--- src/rtl/cpu_pkg.sv ---
// Shared CPU definitions for the fetch path.
// Contents: PC/instruction widths, the NOP encoding, the fetch FSM state
// type and a PC-advance helper that wraps modulo 2^PC_W.
package cpu_pkg;

    localparam int PC_W    = 10;
    localparam int INSTR_W = 32;

    localparam logic [INSTR_W-1:0] NOP_INSTR = 32'h0000_0000;

    typedef enum logic [1:0] {
        FETCH = 2'd0,
        HOLD  = 2'd1,
        DRAIN = 2'd2
    } fetch_state_e;

    // Sequential PC step; the adder is PC_W bits wide, so it wraps silently.
    function automatic logic [PC_W-1:0] pc_advance(input logic [PC_W-1:0] pc,
                                                   input logic [PC_W-1:0] step);
        return pc + step;
    endfunction

endpackage

--- src/rtl/fetch_skid_buffer.sv ---
// One-entry hold buffer for a fetched word that arrived while the
// downstream stage was stalled.
// Ports:
//   clk, rst_n          clock, asynchronous active-low reset
//   load                capture load_pc/load_data and mark the entry full
//   unload              mark the entry empty (contents are being consumed)
//   clear               discard the entry (redirect); beats load and unload
//   load_pc, load_data  word and its PC to capture
//   full                entry holds a word
//   buf_pc, buf_data    captured PC and word
module fetch_skid_buffer
    import cpu_pkg::*;
(
    input  logic               clk,
    input  logic               rst_n,
    input  logic               load,
    input  logic               unload,
    input  logic               clear,
    input  logic [PC_W-1:0]    load_pc,
    input  logic [INSTR_W-1:0] load_data,
    output logic               full,
    output logic [PC_W-1:0]    buf_pc,
    output logic [INSTR_W-1:0] buf_data
);

    logic               full_r;
    logic [PC_W-1:0]    pc_r;
    logic [INSTR_W-1:0] data_r;

    // Buffer storage: clear has priority so a redirect always empties it.
    always_ff @(posedge clk or negedge rst_n) begin
        if (!rst_n) begin
            full_r <= 1'b0;
            pc_r   <= '0;
            data_r <= '0;
        end else if (clear) begin
            full_r <= 1'b0;
            pc_r   <= '0;
            data_r <= '0;
        end else if (load) begin
            full_r <= 1'b1;
            pc_r   <= load_pc;
            data_r <= load_data;
        end else if (unload) begin
            full_r <= 1'b0;
        end else begin
            full_r <= full_r;
        end
    end

    assign full     = full_r;
    assign buf_pc   = pc_r;
    assign buf_data = data_r;

endmodule

--- src/rtl/instruction_fetch_unit.sv ---
// Instruction fetch unit: issues one outstanding instruction-memory request
// at a time, presents fetched words to the IF/ID register and handles
// stalls (via a one-entry hold buffer) and branch redirects.
// Ports:
//   clk, rst_n       clock, asynchronous active-low reset
//   stall_in         IF/ID cannot accept; outputs hold
//   branch_taken     one-cycle redirect pulse, branch_target sampled with it
//   imem_req/addr    memory request and its address (registered)
//   imem_ack/rdata   memory completion and word, valid in the ack cycle
//   pc_out, instruction_out, valid_out   registered fetch result
module instruction_fetch_unit
    import cpu_pkg::*;
#(
    parameter logic [PC_W-1:0] RESET_PC = 10'h000,
    parameter int              PC_INC   = 4
) (
    input  logic               clk,
    input  logic               rst_n,
    input  logic               stall_in,
    input  logic               branch_taken,
    input  logic [PC_W-1:0]    branch_target,
    output logic               imem_req,
    output logic [PC_W-1:0]    imem_addr,
    input  logic               imem_ack,
    input  logic [INSTR_W-1:0] imem_rdata,
    output logic [PC_W-1:0]    pc_out,
    output logic [INSTR_W-1:0] instruction_out,
    output logic               valid_out
);

    localparam logic [PC_W-1:0] PC_STEP = PC_W'(PC_INC);

    fetch_state_e       state_r, state_nxt_s;
    logic               req_r;
    logic [PC_W-1:0]    addr_r, addr_nxt_s;
    logic [PC_W-1:0]    pc_r, pc_nxt_s;
    logic [INSTR_W-1:0] instr_r, instr_nxt_s;
    logic               valid_r, valid_nxt_s;
    logic [PC_W-1:0]    target_r, target_nxt_s;

    logic               ack_s;
    logic               buf_load_s, buf_unload_s, buf_clear_s;
    logic               buf_full_s;
    logic [PC_W-1:0]    buf_pc_s;
    logic [INSTR_W-1:0] buf_data_s;

    // An ack only counts against a request we actually raised; this also
    // drops acks seen in the first cycle after reset, before imem_req rises.
    assign ack_s = imem_ack & req_r;

    fetch_skid_buffer u_skid (
        .clk       (clk),
        .rst_n     (rst_n),
        .load      (buf_load_s),
        .unload    (buf_unload_s),
        .clear     (buf_clear_s),
        .load_pc   (addr_r),
        .load_data (imem_rdata),
        .full      (buf_full_s),
        .buf_pc    (buf_pc_s),
        .buf_data  (buf_data_s)
    );

    // Next-state, next-output and hold-buffer control.
    always_comb begin
        state_nxt_s  = state_r;
        addr_nxt_s   = addr_r;
        pc_nxt_s     = pc_r;
        instr_nxt_s  = instr_r;
        valid_nxt_s  = valid_r;
        target_nxt_s = target_r;
        buf_load_s   = 1'b0;
        buf_unload_s = 1'b0;
        buf_clear_s  = 1'b0;

        case (state_r)
            FETCH: begin
                if (branch_taken) begin
                    valid_nxt_s = 1'b0;
                    instr_nxt_s = NOP_INSTR;
                    buf_clear_s = 1'b1;
                    if (req_r && !ack_s) begin
                        // Request still in flight: wait it out before redirecting.
                        state_nxt_s  = DRAIN;
                        target_nxt_s = branch_target;
                    end else begin
                        state_nxt_s = FETCH;
                        addr_nxt_s  = branch_target;
                    end
                end else if (ack_s) begin
                    if (stall_in) begin
                        buf_load_s  = 1'b1;
                        state_nxt_s = HOLD;
                    end else begin
                        pc_nxt_s    = addr_r;
                        instr_nxt_s = imem_rdata;
                        valid_nxt_s = 1'b1;
                        addr_nxt_s  = pc_advance(addr_r, PC_STEP);
                    end
                end else if (stall_in) begin
                    valid_nxt_s = valid_r;
                end else begin
                    // Previous word was consumed and nothing new arrived: bubble.
                    valid_nxt_s = 1'b0;
                end
            end

            HOLD: begin
                if (branch_taken) begin
                    valid_nxt_s = 1'b0;
                    instr_nxt_s = NOP_INSTR;
                    buf_clear_s = 1'b1;
                    addr_nxt_s  = branch_target;
                    state_nxt_s = FETCH;
                end else if (!stall_in) begin
                    pc_nxt_s     = buf_pc_s;
                    instr_nxt_s  = buf_data_s;
                    valid_nxt_s  = buf_full_s;
                    buf_unload_s = 1'b1;
                    addr_nxt_s   = pc_advance(buf_pc_s, PC_STEP);
                    state_nxt_s  = FETCH;
                end else begin
                    state_nxt_s = HOLD;
                end
            end

            DRAIN: begin
                if (branch_taken) begin
                    // The newest redirect wins over any saved one.
                    valid_nxt_s  = 1'b0;
                    instr_nxt_s  = NOP_INSTR;
                    buf_clear_s  = 1'b1;
                    target_nxt_s = branch_target;
                    if (ack_s) begin
                        addr_nxt_s  = branch_target;
                        state_nxt_s = FETCH;
                    end else begin
                        state_nxt_s = DRAIN;
                    end
                end else if (ack_s) begin
                    addr_nxt_s  = target_r;
                    state_nxt_s = FETCH;
                end else begin
                    state_nxt_s = DRAIN;
                end
            end

            default: begin
                state_nxt_s = FETCH;
                addr_nxt_s  = RESET_PC;
                valid_nxt_s = 1'b0;
                instr_nxt_s = NOP_INSTR;
                buf_clear_s = 1'b1;
            end
        endcase
    end

    // State, request and output registers.
    always_ff @(posedge clk or negedge rst_n) begin
        if (!rst_n) begin
            state_r  <= FETCH;
            req_r    <= 1'b0;
            addr_r   <= RESET_PC;
            pc_r     <= RESET_PC;
            instr_r  <= NOP_INSTR;
            valid_r  <= 1'b0;
            target_r <= '0;
        end else begin
            state_r  <= state_nxt_s;
            req_r    <= (state_nxt_s != HOLD);
            addr_r   <= addr_nxt_s;
            pc_r     <= pc_nxt_s;
            instr_r  <= instr_nxt_s;
            valid_r  <= valid_nxt_s;
            target_r <= target_nxt_s;
        end
    end

    assign imem_req        = req_r;
    assign imem_addr       = addr_r;
    assign pc_out          = pc_r;
    assign instruction_out = instr_r;
    assign valid_out       = valid_r;

endmodule

--- config.mk ---
export PLATFORM = sky130hd
export DESIGN_NAME = instruction_fetch_unit
export DESIGN_NICKNAME = d
export VERILOG_FILES = /design/src/rtl/cpu_pkg.sv /design/src/rtl/fetch_skid_buffer.sv /design/src/rtl/instruction_fetch_unit.sv
export SDC_FILE = /design/constraint.sdc
export NUM_CORES = 1
export LEC_CHECK = 0
export ABC_AREA = 1
export BUFFER_PORTS_ARGS = -buffer_cell sky130_fd_sc_hd__buf_2
export CAP_MARGIN = 15
export CORE_UTILIZATION = 52
export CTS_BUF_LIST = sky130_fd_sc_hd__clkbuf_2 sky130_fd_sc_hd__clkbuf_4 sky130_fd_sc_hd__clkbuf_8
export CTS_CLUSTER_SIZE = 40
export DETAILED_ROUTE_END_ITERATION = 10
export HOLD_SLACK_MARGIN = 0.03
export PLACE_DENSITY = 0.79
export SYNTH_ARGS = -nofsm -noshare
export SYNTH_HDL_FRONTEND = slang
export SYNTH_SLANG_ARGS = --single-unit
--- constraint.sdc ---
create_clock -name clk -period 1.4 [get_ports clk]
set_input_delay 0 -clock clk [delete_from_list [all_inputs] [get_ports clk]]
set_output_delay 0 -clock clk [all_outputs]
set_load 0.1 [all_outputs]
* After elaboration in Yosys (flattened, before gate mapping) *
Cells that the tools add are included.

storage, ports and cells
  logic and storage cells = 101
  output and inout bits = 54
  register bits after elaboration = 109

cells by class
  add/subtract/negate cells = 2
  muxes and demuxes = 59
  reduce and logical (&&, ||, !) cells = 13
  equal/unequal tests = 16
  bitwise logic cells = 1

operator list
  operator                                               number
  two-way mux 32 bit                                     8
  two-way mux 10 bit                                     19
  case mux 32 bit (3 select lines)                       1
  case mux 10 bit (2 select lines)                       2
  case mux 10 bit (3 select lines)                       1
  two-way mux 1 bit                                      21
  adder 10 x 3 -> 10 bit, second input constant          2
  inequality test 2 bit, second input constant           9
  inequality test 3 bit, second input constant           4
  two-way mux 2 bit                                      5
  AND reduction 4 bit                                    2
  case mux 2 bit (3 select lines)                        1
  AND reduction 6 bit                                    1
  nonzero test 2 bit                                     3
  AND reduction 5 bit                                    1
  case mux 1 bit (3 select lines)                        1
  AND reduction 3 bit                                    1
  nonzero test 3 bit                                     1
  OR reduction 3 bit                                     1
  == test 2 x 1 -> 1 bit, second input constant          1
  == test 2 bit, second input constant                   1
  logical NOT 2 bit                                      1
  inequality test 2 x 1 -> 1 bit, second input constant  1
  AND 1 bit                                              1
  other kinds (2)                                        2

* Logic depth before layout (Yosys ltp) *
Gate-level depths: netlist of run 1.

  depth after elaboration = 7
  mapped depth = 11

* Hierarchy *
From an unflattened synthesis of run 1, not the netlist that was laid out.

second synthesis, totals
  cell total of the unflattened synthesis = 721
  area, all modules = 5522.8 um2

modules (own cells, without submodules)
  module                  times used  sequential area each (um2)  cells an instance  area each (um2)
  instruction_fetch_unit  1           1651.6                      533                3769.9
  fetch_skid_buffer       1           1076.0                      188                1752.9

* Worst setup path before layout of run 1 *
No wires, ideal clock.

  kind = register -> register
  start = register addr_r[3], in the netlist imem_addr[3]
  end = register addr_r[8], in the netlist imem_addr[8]
  arrival time = 1.877 ns
  required time = 1.280 ns
  slack = -0.597 ns
  stages on the path, launching flop included = 9
  cell sequence = dfrtp_1 -> ha_1 -> nand2_1 -> nor2_1 -> nand3_1 -> nand3_1 -> nand2_1 -> nand3_1 -> nand2_1

on the way
  word-level cells in the longest chain between the ends = 5

RTL lines
  element                           RTL line                       RTL
  start, declared                   instruction_fetch_unit.sv:35   logic [PC_W-1:0] addr_r, addr_nxt_s;
  start signal, assigned            instruction_fetch_unit.sv:171  addr_r <= addr_nxt_s;
  adder 10 x 3 -> 10 bit            cpu_pkg.sv:20                  return pc + step;
  two-way mux 10 bit                instruction_fetch_unit.sv:91   if (stall_in) begin
  two-way mux 10 bit                instruction_fetch_unit.sv:90   end else if (ack_s) begin
  two-way mux 10 bit                instruction_fetch_unit.sv:78   if (branch_taken) begin
  case mux 10 bit (3 select lines)  instruction_fetch_unit.sv:76   case (state_r)

No other way between the ends. The select of a mux whose other input is x is not followed.
A chain may end at the register's enable or synchronous reset.

* Worst setup path in the final report of run 1 *
  start = register state_r[1]
  end = register instr_r[0], in the netlist instruction_out[0]

on the way
  word-level cells in the longest chain between the ends = 3
  elaborated cells on any way between the ends = 9

RTL lines
  element                                                                          RTL line                       RTL
  start, declared                                                                  instruction_fetch_unit.sv:33   fetch_state_e state_r, state_nxt_s;
  start signal, assigned                                                           instruction_fetch_unit.sv:169  state_r <= state_nxt_s;
  == test 2 x 1 -> 1 bit, or another cell as far along                             instruction_fetch_unit.sv:76
  inequality test 3 bit (no source line) or inequality test 2 bit (tied branches)  -
  AND reduction 4 bit (no source line)                                             -
  end signal, assigned                                                             instruction_fetch_unit.sv:173  instr_r <= instr_nxt_s;
  end, declared                                                                    instruction_fetch_unit.sv:37   logic [INSTR_W-1:0] instr_r, instr_nxt_s;

Parallel ways exist; a longest one is shown, timed or not.

==> results of run 1 <==
## stage by stage
stage               power, uW  setup slack [ns]  TNS (ns)
CTS                     11000           -0.0146   -0.0412
global route            11800            -0.173     -8.92
global placement         8950           -0.0440    -0.800
finish                  11300            -0.132     -4.52
detailed placement       9030            -0.135     -5.01
floorplan                8010           -0.0195   -0.0195
## power groups by stage
stage / Clock, uW / Sequential [uW] / Combinational [uW]
2_1_floorplan: 0 / 6770 / 1240
3_3_place_gp: 0 / 4160 / 4780
3_5_place_dp: 0 / 4190 / 4830
4_1_cts: 1890 / 4130 / 4990
5_1_grt: 2000 / 4200 / 5550
6_report: 1880 / 4170 / 5270
## final cells by class
class	instances	area [sq um]	share of cell area [%]
inverters	113	438	6.11
flip-flops and latches	109	2760	38.5
multi-input cells	397	2160	30.1
well taps	133	166	2.32
clock inverters	4	31.3	0.437
repair buffers	185	1460	20.3
clock buffers	12	159	2.22
## flip-flops by register name, summed over array words and instances, names as in the netlist
register,count
target_r,10
instruction_out,32
imem_addr,10
u_skid.full,1
u_skid.buf_data,32
imem_req,1
pc_out,10
u_skid.buf_pc,10
valid_out,1
state_r,2
## kinds of logic (layout without fill, tap and decap cells)
family	Yosys count	in the layout
AND/OR/NAND/NOR	235	237
flip-flops	109	109
adder cells (fa/ha/maj)	2	2
AO/OA/AOI/OAI	157	157
buffers and inverters	148	314
XOR/XNOR	1	1
## cells in the final DEF (no fill, tap or decap), drive strengths merged
cell type,n
o21ai,77
nor2,36
inv,113
nand4,4
nand2,156
nand3,37
xnor2,1
o22ai,68
nor3,2
buf,138
ha,2
clkinv,3
a21oi,4
o211ai,3
dfrtp,109
o31ai,5
clkinvlp,1
clkbuf,15
dlygate4sd3,44
nand3b,2
## cell usage after synthesis
library cell    n
nand4_1         2
buf_4           5
inv_2           5
ha_1            2
nor2_4          3
nand4_4         2
nand3b_1        2
buf_2          12
buf_6           4
o21ai_0        68
dfrtp_1       109
nand2_1       151
clkbuf_1       14
nand3_2         1
inv_4           1
nor2_1         31
o211ai_1        3
nand2_2         3
nor2_2          2
nand3_1        36
xnor2_1         1
a21oi_1         4
o31ai_1         5
o21ai_1         9
o22ai_1        68
nor3_1          2
inv_1         107
## how the worst min path moves through the flow
stage                     slack [ns]     start                           end
final                           0.06     rst_n         pc_out[2]$_DFFE_PN0P_
after floorplan                -0.30     rst_n      imem_addr[0]$_DFFE_PN0P_
after detailed placement       -0.06     rst_n  u_skid.buf_pc[5]$_DFFE_PN0P_
after global routing            0.09     rst_n         pc_out[4]$_DFFE_PN0P_
after CTS                       0.06  stall_in       u_skid.full$_DFFE_PN0P_
after global placement         -0.07     rst_n  u_skid.buf_pc[6]$_DFFE_PN0P_
## routing by layer
| metal | part of all wire (%) | global-route usage (%) |
|---|---|---|
| met1 | 41 | 38.3 |
| met2 | 47 | 43.0 |
| met3 | 8.6 | 4.07 |
| met4 | 3.0 | 11.4 |
| met5 | 0 | 0 |
## what timing repair did
item,CTS,global route
gates cloned,0,6
gates resized for setup,11,56
setup endpoints to repair,77,89
setup buffers,4,3
hold endpoints to repair,192,0
hold buffers,44,0
pin swaps,2,6
==> reports/results.txt, run 1 <==
Placed Area -> 0.00612 sq mm
Crit. End Element -> flop
Adder-cell share of the synthesized area -> 0.473%
Via density -> 5.63
Yosys top cell area share -> 51.5%
FMAX -> 653 MHz
Largest family of logic cells by synthesized area -> simple AND/OR/NAND/NOR gates
Worst setup path startpoint -> state_r[1]$_DFF_PN0_
Final std cells w/o fill -> 953
Initial antenna violation count -> 0
Final Core Density -> 73.0%
Slew Limit Fails -> 0
Final setup vio count -> 81
Final nets -> 864
Clk sinks -> 109
XOR/XNOR Fraction of Synth Area -> 0.165%
Top-Level Pins -> 101
Comb pwr share -> 46.6%
Max cap viols -> 0
Slew @ Worst Pin -> 0.512 ns
CP delay by family, top -> simple AND/OR/NAND/NOR gates
Sequential element share of the synthesized area -> 51.5%
YS warnings -> 0
Sw power -> 5710 uW
CTS max path bufs -> 2
Crit-path cells -> nor2_4 > nand2_2 > buf_6 > o22ai_1 > nand2_1 > nand2_1
Number of antenna diodes -> 0
Total Routing Usage GR -> 27.4%
Outcome -> complete, but fails checks
Post-synthesis cell type count -> 27
Final HPWL DP -> 9.23 mm
Synth area leader -> dfrtp_1
DR WL/cell -> 17.0 um
R2R depth -> 6
Clock buffer count from CTS -> 9
Setup ws final -> -0.132 ns
Syn avg cell area -> 8.12 sq um
Violations in the final reports -> negative setup slack
H-tree depth -> 3
Worst R2R Start -> state_r[1]$_DFF_PN0_
Die Span Y -> 103 um
Area Growth Syn to Fin -> 35.4%
Synth area leaders -> dfrtp_1, nand2_1, o22ai_1
Hold slack -> 0.0564 ns
Int Pwr -> 5620 uW
Die area -> 0.0106 sq mm
Post-synthesis simple-gate area fraction -> 19.2%
Final min period -> 1.53 ns
Sw Ratio -> 50.4%
Worst rel slew slack -> 66.1%
Data required time of the worst path -> 1.74 ns
Setup crit start kind -> flop
Initial DRC Count -> 518
Initial Utilization -> 53.9%
Core area -> 0.00982 sq mm
Final instance area -> 0.00717 sq mm
Mux contribution to synthesized area -> 0%
Setup CP Type -> flop to flop
Std-Cell Rows -> 36
Power Density -> 1580 mW/mm^2
Fraction of layout cells with a size suffix above 1 -> 27.0%
Slowest library cell on the worst path -> dfrtp_2
Max incr delay on CP -> 0.48 ns
Clock skew -> 0.0134 ns
Crit path depth -> 6
CTS tree -> built
Vias -> 5367
Post-synthesis net count -> 701
Filler instances -> 696
Hold WC Path Type -> input pin to asynchronous set/reset pin
Yosys reg bits -> 109
RSZ-0062 raised after global routing -> true
Post-Place Cells -> 880
CP max FO -> 20
Worst-Skew Late Latency -> 0.40 ns
Port Buf Inserts -> 100
Vias in the first global route -> 4785
Gp weighted congestion -> 0.923
Complex-gate fraction of the synthesized area -> 16.8%
Final wirelength -> 16.2 mm
Final Hold Fails -> 0
Clock Power Share -> 16.6%
CP most frequent cell -> nand2_1
Sequential Power Share -> 36.8%
Cell count after synthesis -> 652
Worst R2R Setup Slack -> -0.13 ns
WP data arrival -> 1.87 ns
Die X -> 103 um
Critical Path Sink -> instruction_out[0]$_DFFE_PN0P_
Worst ir drop on vdd -> 1.41 mV
Buffers and inverters on the worst path -> 1
Post-route ant nets -> 0
LEAKAGE -> 0.00371 uW
Clk root buf -> clkbuf_8
Largest net degree at the start of global routing -> 37
Global-route wire length before repair -> 22.3 mm
Overflow after GRT -> 0
R2r endpoint -> instruction_out[0]$_DFFE_PN0P_
Period utilisation layout -> 109%
Remaining DRCs -> 0
First-pass detailed-route iteration total -> 5
Netlist Area Pre-Place -> 0.00529 sq mm
Clock transition at path regs -> 0.11 ns
Note: power is estimated with default switching activity, not from simulation.
==> inputs of run 2 (changes only) <==
- RECOVER_POWER: not set -> 50
==> reports/results.txt, run 2 (synthesized netlist as in run 1, its figures left out) <==
Outcome -> complete, but fails checks
Violations in the final reports -> negative setup slack
CP max FO -> 20 (unchanged)
Area Growth Syn to Fin -> 34.6%
FMAX -> 661 MHz (+1.3%)
Crit. End Element -> flop
Die X -> 103 um (unchanged)
Final min period -> 1.51 ns (-0.0196 ns)
Clock transition at path regs -> 0.10 ns (about the same)
Vias -> 5350 (-0.32%)
Post-route ant nets -> 0 (unchanged)
Largest net degree at the start of global routing -> 37 (unchanged)
RSZ-0062 raised after global routing -> true
Max Used Layer -> met4
Final Power -> 11300 uW (-0.17%)
Die Span Y -> 103 um (unchanged)
Overflow after GRT -> 0 (unchanged)
Commonest non-fill, non-tap cell in the layout -> nand2_1
Final setup vio count -> 81 (unchanged)
Initial antenna violation count -> 0 (unchanged)
Slowest library cell on the worst path -> dfrtp_2
Worst ir drop on vdd -> 1.41 mV (about the same)
Std-Cell Rows -> 36 (unchanged)
DR WL/cell -> 16.9 um (-0.38%)
Initial Utilization -> 53.9% (unchanged)
Final instance area -> 0.00712 sq mm (-0.59%)
Via density -> 5.61 (-0.32%)
Top-Level Pins -> 101 (unchanged)
Setup CP Type -> flop to flop
Worst-Skew Late Latency -> 0.39 ns (about the same)
Clk root buf -> clkbuf_8
Total Routing Usage GR -> 27.4% (unchanged)
Vias in the first global route -> 4785 (unchanged)
Max cap viols -> 0 (unchanged)
Final wirelength -> 16.2 mm (-0.38%)
Hold WC Path Type -> input pin to flop
Power Density -> 1590 mW/mm^2 (+0.43%)
Most frequent cells in the layout -> nand2_1, inv_1, buf_2
Die area -> 0.0106 sq mm (unchanged)
Gp weighted congestion -> 0.923 (unchanged)
CP delay by family, top -> simple AND/OR/NAND/NOR gates
First-pass detailed-route iteration total -> 8 (+3)
Final nets -> 864 (unchanged)
Setup slack at placement -> -0.135 ns (unchanged)
M1 wire length -> 6.70 mm (+0.51%)
Fraction of layout cells with a size suffix above 1 -> 27.0% (unchanged)
LEAKAGE -> 0.00370 uW (-0.42%)
CTS tree -> built
Initial DRC Count -> 544 (+5.0%)
Slew @ Worst Pin -> 0.583 ns (+0.0712 ns)
Crit-path cells -> nor2_4 > nand2_2 > buf_6 > o22ai_1 > nand2_1 > nand2_1
Setup crit start kind -> flop
Met2 wire len -> 7.58 mm (-1.1%)
Number of antenna diodes -> 0 (unchanged)
Slew Limit Fails -> 0 (unchanged)
Worst rel slew slack -> 61.1% (-5.0 points)
Buffers and inverters on the worst path -> 1 (unchanged)
Final Hold Fails -> 0 (unchanged)
Met3 Routed Length -> 1.31 mm (-5.8%)
Remaining DRCs -> 0 (unchanged)
CTS max path bufs -> 2 (unchanged)
Setup ws final -> -0.113 ns (+0.0196 ns)
Placed Area -> 0.00612 sq mm (unchanged)
WP data arrival -> 1.85 ns (-0.02 ns)
CP most frequent cell -> nand2_1
Data required time of the worst path -> 1.74 ns (about the same)
Clock buffer count from CTS -> 9 (unchanged)
Clk sinks -> 109 (unchanged)
Core area -> 0.00982 sq mm (unchanged)
Port Buf Inserts -> 100 (unchanged)
H-tree depth -> 3 (unchanged)
Max incr delay on CP -> 0.48 ns (about the same)
Period utilisation layout -> 108% (-1.4 points)
Global-route wire length before repair -> 22.3 mm (unchanged)
Clock skew -> 0.0143 ns (+0.000842 ns)
Final HPWL DP -> 9.23 mm (unchanged)
## run 2: area by class of cell
| cell class | count | area (sq um) |
|---|---|---|
| Tap cell | 133 | 166 |
| Clock inverter | 4 | 31.3 |
| Inverter | 113 | 438 |
| Fill cell | 702 | 2700 |
| Sequential cell | 109 | 2760 |
| Multi-Input combinational cell | 397 | 2160 |
| Timing Repair Buffer | 185 | 1410 |
| Clock buffer | 12 | 159 |
## run 2: metal layers
metal / vias to the layer above / global-route usage, %
li1: 2447 / -
met1: 2535 / 38.3
met2: 310 / 43.0
met3: 58 / 4.07
met4: 0 / 11.4
met5: - / 0
## run 2: worst register-to-register path, stage by stage (launching register included)
cell and delay, ns:
dfrtp_2 0.48, nor2_4 0.25, nand2_2 0.13, buf_6 0.20
o22ai_1 0.23, nand2_1 0.09, nand2_1 0.08
## run 2: worst paths after layout
check / from / to / slack [ns] / cells past startpoint
max: state_r[1]$_DFF_PN0_ / instruction_out[0]$_DFFE_PN0P_ / -0.11 / 6
min: branch_taken / u_skid.full$_DFFE_PN0P_ / 0.07 / 4
max reg2reg: state_r[1]$_DFF_PN0_ / instruction_out[0]$_DFFE_PN0P_ / -0.11 / 6
min reg2reg: pc_out[7]$_DFFE_PN0P_ / pc_out[7]$_DFFE_PN0P_ / 0.49 / 2
max in group asynchronous: rst_n / imem_addr[5]$_DFFE_PN0P_ / 0.24 / 3
min in group asynchronous: rst_n / pc_out[2]$_DFFE_PN0P_ / 0.13 / 2
## run 2: per-stage QoR
| stage | setup TNS (ns) | util [%] | hold WS (ns) | instances |
|---|---|---|---|---|
| after global placement | -0.800 | 62.3 | -0.0668 | 880 |
| after global routing | -8.92 | 72.5 | 0.0978 | 953 |
| after floorplan | -0.0195 | - | -0.296 | 652 |
| after CTS | -0.0412 | 69.6 | 0.0562 | 944 |
| after detailed placement | -5.01 | 62.3 | -0.0650 | 880 |
| final | -4.42 | 72.5 | 0.0737 | 953 |
## run 2: timing repair
action | CTS | global route
endpoints found under the setup margin | 77 | 89
buffers inserted | 4 | 3
resized for setup | 11 | 56
pin swaps | 2 | 6
cloned | 0 | 6
hold buffers | 44 | 0
endpoints found under the hold margin | 192 | 0
## run 2: power breakdown
| part | leakage [uW] | switching (uW) | internal [uW] | total [uW] |
|---|---|---|---|---|
| combinational | 0.00217 | 4130 | 1120 | 5250 |
| sequential | 0.00142 | 462 | 3710 | 4170 |
| clock | 0.000100 | 1110 | 776 | 1880 |
| total | 0.00370 | 5700 | 5600 | 11300 |
